==> src/rtl/program_loader.sv <==
// Host-to-CPU program loader: parses SYNC/ADDR/COUNT/DATA/CSUM records from a
// byte stream and writes each data byte into the CPU's unified memory.
module program_loader #(
  parameter int              ADDR_W      = 5,
  parameter int              DATA_W      = 8,
  parameter logic [DATA_W-1:0] SYNC_BYTE = 8'hA5,
  parameter int              TIMEOUT_CYC = 1024
) (
  input  logic              clock,
  input  logic              reset,
  input  logic [DATA_W-1:0] in_data,
  input  logic              in_valid,
  output logic              in_ready,
  output logic              Load,
  output logic              mem_we,
  output logic [ADDR_W-1:0] mem_addr,
  output logic [DATA_W-1:0] mem_wdata,
  output logic              cpu_run,
  output logic              load_done,
  output logic              error
);

  localparam int PTR_W = ADDR_W + 1;
  localparam int TMO_W = $clog2(TIMEOUT_CYC + 1);
  localparam logic [DATA_W:0] MEM_DEPTH = (DATA_W + 1)'(1 << ADDR_W);

  typedef enum logic [2:0] {
    S_IDLE, S_ADDR, S_COUNT, S_DATA, S_CSUM, S_ERR
  } state_t;

  state_t              state_q, state_d;
  logic [DATA_W-1:0]   acc_q, acc_d;
  logic [PTR_W-1:0]    ptr_q, ptr_d;
  logic [PTR_W-1:0]    rem_q, rem_d;
  logic [TMO_W-1:0]    tmo_q, tmo_d;
  logic                we_q, we_d;
  logic [ADDR_W-1:0]   addr_q, addr_d;
  logic [DATA_W-1:0]   wdata_q, wdata_d;
  logic                run_q, run_d;
  logic                done_q, done_d;
  logic                err_q, err_d;

  logic                hs;
  logic                in_record;
  logic [DATA_W-1:0]   sum;
  logic [DATA_W:0]     span;

  assign hs        = in_valid & in_ready;
  assign in_record = (state_q == S_ADDR) || (state_q == S_COUNT) ||
                     (state_q == S_DATA) || (state_q == S_CSUM);
  assign sum       = acc_q + in_data;
  // ptr_q still holds the base address while the COUNT byte is examined
  assign span      = (DATA_W + 1)'(ptr_q) + (DATA_W + 1)'(in_data);

  always_ff @(posedge clock) begin
    if (!reset) begin
      state_q <= S_IDLE;
      acc_q   <= '0;
      ptr_q   <= '0;
      rem_q   <= '0;
      tmo_q   <= '0;
      we_q    <= 1'b0;
      addr_q  <= '0;
      wdata_q <= '0;
      run_q   <= 1'b0;
      done_q  <= 1'b0;
      err_q   <= 1'b0;
    end else begin
      state_q <= state_d;
      acc_q   <= acc_d;
      ptr_q   <= ptr_d;
      rem_q   <= rem_d;
      tmo_q   <= tmo_d;
      we_q    <= we_d;
      addr_q  <= addr_d;
      wdata_q <= wdata_d;
      run_q   <= run_d;
      done_q  <= done_d;
      err_q   <= err_d;
    end
  end

  always_comb begin
    state_d = state_q;
    acc_d   = acc_q;
    ptr_d   = ptr_q;
    rem_d   = rem_q;
    tmo_d   = '0;
    we_d    = 1'b0;
    addr_d  = addr_q;
    wdata_d = wdata_q;
    run_d   = run_q;
    done_d  = 1'b0;
    err_d   = err_q;

    if (in_record && !hs) tmo_d = tmo_q + 1'b1;

    unique case (state_q)
      S_IDLE: begin
        if (hs && in_data == SYNC_BYTE) begin
          state_d = S_ADDR;
          acc_d   = '0;
          err_d   = 1'b0;
          run_d   = 1'b0;
        end
      end
      S_ADDR: begin
        if (hs) begin
          if (in_data[DATA_W-1:ADDR_W] != '0) begin
            state_d = S_ERR;
          end else begin
            ptr_d   = PTR_W'(in_data[ADDR_W-1:0]);
            acc_d   = sum;
            state_d = S_COUNT;
          end
        end
      end
      S_COUNT: begin
        if (hs) begin
          if (in_data == '0 || span > MEM_DEPTH) begin
            state_d = S_ERR;
          end else begin
            rem_d   = PTR_W'(in_data);
            acc_d   = sum;
            state_d = S_DATA;
          end
        end
      end
      S_DATA: begin
        if (hs) begin
          we_d    = 1'b1;
          addr_d  = ptr_q[ADDR_W-1:0];
          wdata_d = in_data;
          ptr_d   = ptr_q + 1'b1;
          rem_d   = rem_q - 1'b1;
          acc_d   = sum;
          if (rem_q == PTR_W'(1)) state_d = S_CSUM;
        end
      end
      S_CSUM: begin
        if (hs) begin
          if (sum == '0) begin
            done_d  = 1'b1;
            run_d   = 1'b1;
            state_d = S_IDLE;
          end else begin
            state_d = S_ERR;
          end
        end
      end
      S_ERR:   state_d = S_IDLE;
      default: state_d = S_IDLE;
    endcase

    // Idle limit is counted from the last accepted byte; a byte on the limit cycle still counts
    if (in_record && !hs && tmo_q == TMO_W'(TIMEOUT_CYC - 1)) state_d = S_ERR;

    if (state_d == S_ERR) begin
      err_d = 1'b1;
      run_d = 1'b0;
    end
  end

  always_comb begin
    in_ready  = 1'b1;
    Load      = in_record;
    mem_we    = we_q;
    mem_addr  = addr_q;
    mem_wdata = wdata_q;
    cpu_run   = run_q;
    load_done = done_q;
    error     = err_q;
  end

endmodule
==> config.mk <==
export PLATFORM = sky130hd
export DESIGN_NAME = program_loader
export DESIGN_NICKNAME = d
export VERILOG_FILES = /design/src/rtl/program_loader.sv
export SDC_FILE = /design/constraint.sdc
export NUM_CORES = 1
export LEC_CHECK = 0
export BUFFER_PORTS_ARGS = -buffer_cell sky130_fd_sc_hd__buf_2
export CAP_MARGIN = 0
export CORE_MARGIN = 4
export CORE_UTILIZATION = 40
export CTS_CLUSTER_DIAMETER = 40
export DETAILED_ROUTE_END_ITERATION = 7
export SLEW_MARGIN = 5
export SYNTH_ARGS = -nofsm -noshare
export SYNTH_HDL_FRONTEND = slang
export SYNTH_SLANG_ARGS = --single-unit
==> constraint.sdc <==
create_clock -name clock -period 4.6 [get_ports clock]
set_input_delay 0.69 -clock clock [delete_from_list [all_inputs] [get_ports clock]]
set_output_delay 0.69 -clock clock [all_outputs]
set_load 0.01 [all_outputs]
==> results_dict.tcl, run 1 <==
set metrics [dict create \
    status "finished clean" \
    clock_path_buffers 2 \
    startpoint_type "input pin" \
    finalMaxSlewViolations 0 \
    dp_hpwl_mm 5.28 \
    clock.fmax_mhz 301 \
    cts-hold-fix-buffers 0 \
    grt_pass1_vias 2392 \
    hp-start "mem_wdata[1]" \
    p_leak_nw 1.29 \
    clk_pin_slew_ns 0.10 \
    grtUsageTotal 0.174 \
    drive_above_1_share 0.118 \
    remaining_drc_errors 0 \
    htree_levels 2 \
    synth_edf_count 0 \
    synth-warning-count 0 \
    arrival_ns 3.51 \
    ios 30 \
    synth_ff_type "dfxtp_1" \
    setup_viol 0 \
    seq_area_um2 1020 \
    min_path_cells 2 \
    drt_iter0_markers 168 \
    synth_area_leaders "dfxtp_1 35%, ha_1 7.3%, nand2_1 6.7%, nor2_1 6.3%, a21oi_1 4.8%" \
    synth_top_area_frac 0.352 \
    initial_core_util 0.420 \
    vias_per_cell 5.53 \
    highest_layer "met4" \
    drv_cap 0 \
    yosys-top-cells-count "52 x nand2_1, 51 x dfxtp_1, 49 x nor2_1" \
    switchingPower_mw 0.207 \
    path_class "in2reg" \
    grt_max_degree 38 \
    syn_area_um2 2900 \
    syn-num-nets 389 \
    pwr-share-clk 0.361 \
    die-height_um 93.2 \
    cts_sinks 51 \
    period_share 0.722 \
    cts_resized 0 \
    wl_met3_um 265 \
    rows 30 \
    syn-instance-count 359 \
    sw_frac_of_total 0.265 \
    layout_setup_ws_ns 1.28 \
    p_seq_frac 0.567 \
    drtAntennaViolNets 0 \
    hp-class "reg2reg" \
    wl_met2_mm 3.38 \
    cts_made_buffers 5 \
    vias 2637 \
    avgRoutedWirePerCell_um 15.0 \
    synth-seq-area-share 0.352 \
    fillers 746 \
    first_pass_iters 4 \
    reg2regPathDepth 9 \
    grt_pass1_wl_mm 12.1 \
    min_period_ns 3.32 \
    fin_cells 477 \
    pre_cts_slack_ns 0.947 \
    clk_latency_ns 0.32 \
    vdd_ir_drop_max_mv 0.0973 \
    r2r-start "ptr_q[0]" \
    place_congestion 0.879 \
    die_w_um 93.2 \
    slew_headroom 0.494 \
    dp.cells 469 \
    p_int_mw 0.572 \
    critPathCaptureType "flop" \
    nNetsFinal 410 \
    cts_setup_buffers 0 \
    port_buffers 28 \
    hold_violations 0 \
    dieArea_um2 8690 \
    wirelength_met1_mm 3.47 \
    area_delta_synth_final_pct 10.4 \
    rsz0062_at_grt "false" \
    grt-ovfl-total 0 \
    critPathLaunch "in_data[0]" \
    core_area_um2 6910 \
    crit_required_ns 4.79 \
    insertedDiodeCount 0 \
    skew_ns 0.00611 \
    ys_types 58 \
    antenna_found_initial 0 \
    synthArstFlopShare 0 \
    combPwrFrac 0.072 \
    synth-seq-cells 51 \
    multi_input_area_um2 1800 \
    tightest_slew_ns 0.754 \
    drt-total-wl_mm 7.17 \
    avgSynthCellArea_um2 8.09 \
    worstPathMaxFanout 11 \
    cts_tree "yes" \
    post-synth-top-count-cell "nand2_1" \
    power_density_nw_per_um2 243 \
    synth_area_leader_cell "dfxtp_1" \
    clock-root-buffer "clkbuf_8" \
    totalNegativeSetupSlack_ns 0 \
]
per-stage QoR:
step	cell area (um2)	total power [mW]	hold slack (ns)	utilization
6_report	3210	0.779	0.456	0.464
5_1_grt	3210	0.815	0.485	0.464
4_1_cts	3210	0.788	0.460	0.464
3_5_place_dp	3110	0.508	0.446	0.451
3_3_place_gp	3110	0.508	0.442	0.451
2_1_floorplan	2900	0.488	0.438	-
cell type report:
| class | instances | share of cell area |
|---|---|---|
| clock buffer | 5 | 0.0215 |
| clock inverter | 3 | 0.00819 |
| inverter | 6 | 0.00702 |
| multi-input combinational | 287 | 0.561 |
| sequential | 51 | 0.318 |
| tap | 96 | 0.0375 |
| timing repair buffer | 29 | 0.0460 |
flip-flops by register name (all words and copies together), names as in the netlist:
| signal | flops |
|---|---|
| state_q | 3 |
| mem_we | 1 |
| mem_addr | 5 |
| rem_q | 6 |
| cpu_run | 1 |
| tmo_q | 11 |
| acc_q | 8 |
| error | 1 |
| ptr_q | 6 |
| load_done | 1 |
| mem_wdata | 8 |
layer usage:
layer,global-route usage,up-vias
met5,0,-
met4,0.0562,0
met3,0.0249,7
met2,0.278,45
met1,0.240,1251
li1,-,1334
final timing paths:
path,to,slack (ns)
hold reg to reg,mem_wdata[1],0.46
setup / recovery,rem_q[2],1.28
setup reg to reg,rem_q[2],1.41
hold / removal,mem_wdata[1],0.46
cell families after synthesis:
family	count (synthesis)	share of synthesized area
other	1	0.00129
flip-flops	51	0.352
multiplexers	1	0.00345
AND/OR/NAND/NOR	154	0.247
adder cells (fa/ha/maj)	19	0.0870
XOR/XNOR	18	0.0569
buffers and inverters	21	0.0284
AO/OA/AOI/OAI	94	0.224
cells in the final DEF (no fill, tap or decap), types with 3 or more instances in the layout:
cell type / synthesis / routed
xor2_1: 13 / 13
ha_1: 17 / 17
nor2_1: 49 / 49
clkbuf_8: 0 / 5
a311o_1: 3 / 3
nor2b_1: 4 / 4
nor3b_1: 3 / 3
buf_2: 0 / 28
a211oi_2: 3 / 3
and3_1: 4 / 4
a31oi_1: 3 / 3
inv_1: 5 / 5
a211oi_1: 3 / 3
a21oi_1: 28 / 28
dfxtp_1: 51 / 51
xnor2_1: 4 / 4
a21o_1: 4 / 4
and2_1: 4 / 4
a22oi_1: 7 / 7
or3_1: 4 / 4
nand3_1: 8 / 8
nor4_1: 4 / 4
a21boi_0: 3 / 3
nand2_1: 52 / 52
nor3_1: 8 / 8
o31ai_1: 3 / 3
o21ai_0: 9 / 9
o211ai_1: 3 / 3
o21ai_1: 6 / 6
power groups by stage:
stage	Sequential [mW]	Clock (mW)	Combinational [mW]
detailed placement	0.452	0	0.0563
floorplan	0.452	0	0.0361
global placement	0.452	0	0.0559
finish	0.442	0.281	0.0563
global route	0.442	0.310	0.0628
CTS	0.442	0.289	0.0565
critical path, stage by stage:
cell      delay (ns)
buf_2           0.15
ha_1            0.23
fa_1            0.41
a211oi_1        0.38
nor3_1          0.13
or3_1           0.37
a221oi_2        0.44
o21ai_1         0.35
o211ai_1        0.27
o31ai_1         0.09
Power figures use the tool's default switching activity.
==> inputs of run 2 (changes only) <==
--- a/config.mk
+++ b/config.mk
@@ -5,6 +5,7 @@
 export SDC_FILE = /design/constraint.sdc
 export NUM_CORES = 1
 export LEC_CHECK = 0
+export ABC_AREA = 1
 export BUFFER_PORTS_ARGS = -buffer_cell sky130_fd_sc_hd__buf_2
 export CAP_MARGIN = 0
 export CORE_MARGIN = 4
==> constraint.sdc (replaced) <==
create_clock -name clock -period 3.4 [get_ports clock]
set_input_delay 0.51 -clock clock [delete_from_list [all_inputs] [get_ports clock]]
set_output_delay 0.51 -clock clock [all_outputs]
set_load 0.01 [all_outputs]
==> run 2 against run 1 <==
Net effect: largest power group unchanged; clock power rose by 50%; critical path depth increased by 2; area after synthesis rose by 5.3%; highest routed layer unchanged.
==> results_dict.tcl, run 2 <==
set metrics [dict create \
    status "finished clean" \
    whs_endpoint "error" \
    wirelength_met1_mm 3.46 \
    grt-ovfl-total 0 \
    final_common_cell "nand2_1" \
    synth_area_leader_cell "dfxtp_1" \
    synth_edf_count 0 \
    clock.fmax_mhz 415 \
    port_buffers 28 \
    drv_cap 0 \
    skew_ns 0.00546 \
    largest_reg_flops 11 \
    cts_tree "yes" \
    min_path_cells 2 \
    regMostFlops "tmo_q" \
    avgRoutedWirePerCell_um 12.9 \
    grt_pass1_vias 2622 \
    startpoint_type "flop" \
    die_w_um 95.5 \
    cts_made_buffers 5 \
    clk_latency_ns 0.30 \
    ios 30 \
    post-synth-top-count-cell "nand2_1" \
    critPathCaptureType "flop" \
    synth-seq-area-share 0.334 \
    remaining_drc_errors 0 \
    rows 31 \
    area_delta_synth_final_pct 11.0 \
    whs_ns 0.468 \
    initial_core_util 0.417 \
    vdd_ir_drop_max_mv 0.157 \
    grt_max_degree 30 \
    r2r-start "ptr_q[0]" \
    min_period_ns 2.41 \
    power.total_mw 1.12 \
    clk_pin_slew_ns 0.09 \
    grtUsageTotal 0.172 \
    first_pass_iters 4 \
    insertedDiodeCount 0 \
    highest_layer "met4" \
    setup_viol 0 \
    vias_per_cell 4.97 \
    cts_sinks 51 \
    die-height_um 95.5 \
    cts_resized 0 \
    clock-root-buffer "clkbuf_8" \
    wl_met2_mm 3.62 \
    ff2ff_setup_slack_ns 0.99 \
    synthArstFlopShare 0 \
    vias 2863 \
    syn-num-nets 480 \
    worstPathMaxFanout 9 \
    mostFrequentLayoutCells "93 x nand2_1, 54 x inv_1, 51 x dfxtp_1" \
    hold_violations 0 \
    dp_hpwl_mm 5.65 \
    clock_path_buffers 2 \
    htree_levels 2 \
    core_area_um2 7330 \
    rsz0062_at_grt "false" \
    finalMaxSlewViolations 0 \
    hp-start "error" \
    period_share 0.709 \
    synth_ff_type "dfxtp_1" \
    hp-class "reg2reg" \
    path_class "reg2reg" \
    yosys-top-cells-count "93 x nand2_1, 54 x inv_1, 51 x dfxtp_1" \
    arrival_ns 2.64 \
    drt-total-wl_mm 7.42 \
    drive_above_1_share 0.134 \
    nNetsFinal 506 \
    drtAntennaViolNets 0 \
    totalNegativeSetupSlack_ns 0 \
    crit_required_ns 3.63 \
    ys_types 38 \
    drt_iter0_markers 201 \
    syn_area_um2 3060 \
    grt_pass1_wl_mm 12.4 \
    cts-hold-fix-buffers 0 \
    avgSynthCellArea_um2 6.80 \
    synth_area_leaders "dfxtp_1 33%, nand2_1 11%, ha_1 7.0%, inv_1 6.6%, a21oi_1 6.4%" \
    place_congestion 0.930 \
    syn-instance-count 450 \
    r2r-end "acc_q[7]" \
    synth-warning-count 0 \
    wl_met3_um 279 \
    reg2regPathDepth 12 \
    dieArea_um2 9110 \
    synth_top_area_frac 0.334 \
    synth-seq-cells 51 \
    power_density_nw_per_um2 329 \
    p_leak_nw 1.64 \
    antenna_found_initial 0 \
    cts_setup_buffers 0 \
]
[run 2: logic make-up after synthesis]
group                    share of synthesized area
flip-flops                                   0.334
adder cells (fa/ha/maj)                     0.0826
AO/OA/AOI/OAI                                0.137
buffers and inverters                       0.0920
other                                      0.00123
AND/OR/NAND/NOR                              0.334
XOR/XNOR                                    0.0200
[run 2: final cells by class]
class                           instances  area, um2
Sequential cell                        51       1020
Inverter                               61        234
Clock buffer                            5       68.8
Clock inverter                          3       43.8
Tap cell                               99        124
Multi-Input combinational cell        328       1760
Fill cell                             749       3940
Timing Repair Buffer                   29        148
[run 2: how the worst max path moves through the flow]
stage	startpoint	end	slack (ns)	cells past startpoint
detailed placement	in_data[0]	error	0.78	14
CTS	ptr_q[0]	acc_q[7]	0.99	12
global placement	in_data[0]	error	0.75	14
global route	ptr_q[0]	acc_q[1]	0.74	12
floorplan	in_data[0]	error	1.12	13
finish	ptr_q[0]	acc_q[7]	0.99	12
[run 2: per-layer routing]
layer	vias to the layer above	global-route usage
met5	-	0
met4	0	0.0320
met3	8	0.0276
met2	43	0.294
met1	1283	0.232
li1	1529	-
[run 2: critical path, cell delays in order, from the launching register on]
cell	delay, ns
dfxtp_1	0.45
ha_1	0.24
fa_1	0.42
or2_2	0.30
a21oi_1	0.12
nand3_1	0.08
nand2_1	0.11
nand2_2	0.09
nand2_4	0.08
nand3_4	0.13
clkinv_4	0.11
nand3_1	0.07
a21oi_1	0.14
[run 2: stage by stage]
step | cell area [um2] | instances | util | setup slack, ns
CTS | 3400 | 576 | 0.463 | 0.988
finish | 3400 | 576 | 0.463 | 0.989
detailed placement | 3280 | 568 | 0.448 | 0.779
global route | 3400 | 576 | 0.463 | 0.744
global placement | 3280 | 568 | 0.448 | 0.752
floorplan | 3060 | 450 | - | 1.12
[run 2: power breakdown]
group	internal [mW]	total, mW	switching (mW)
sequential	0.598	0.600	0.00184
combinational	0.0287	0.0955	0.0668
clock	0.219	0.422	0.203
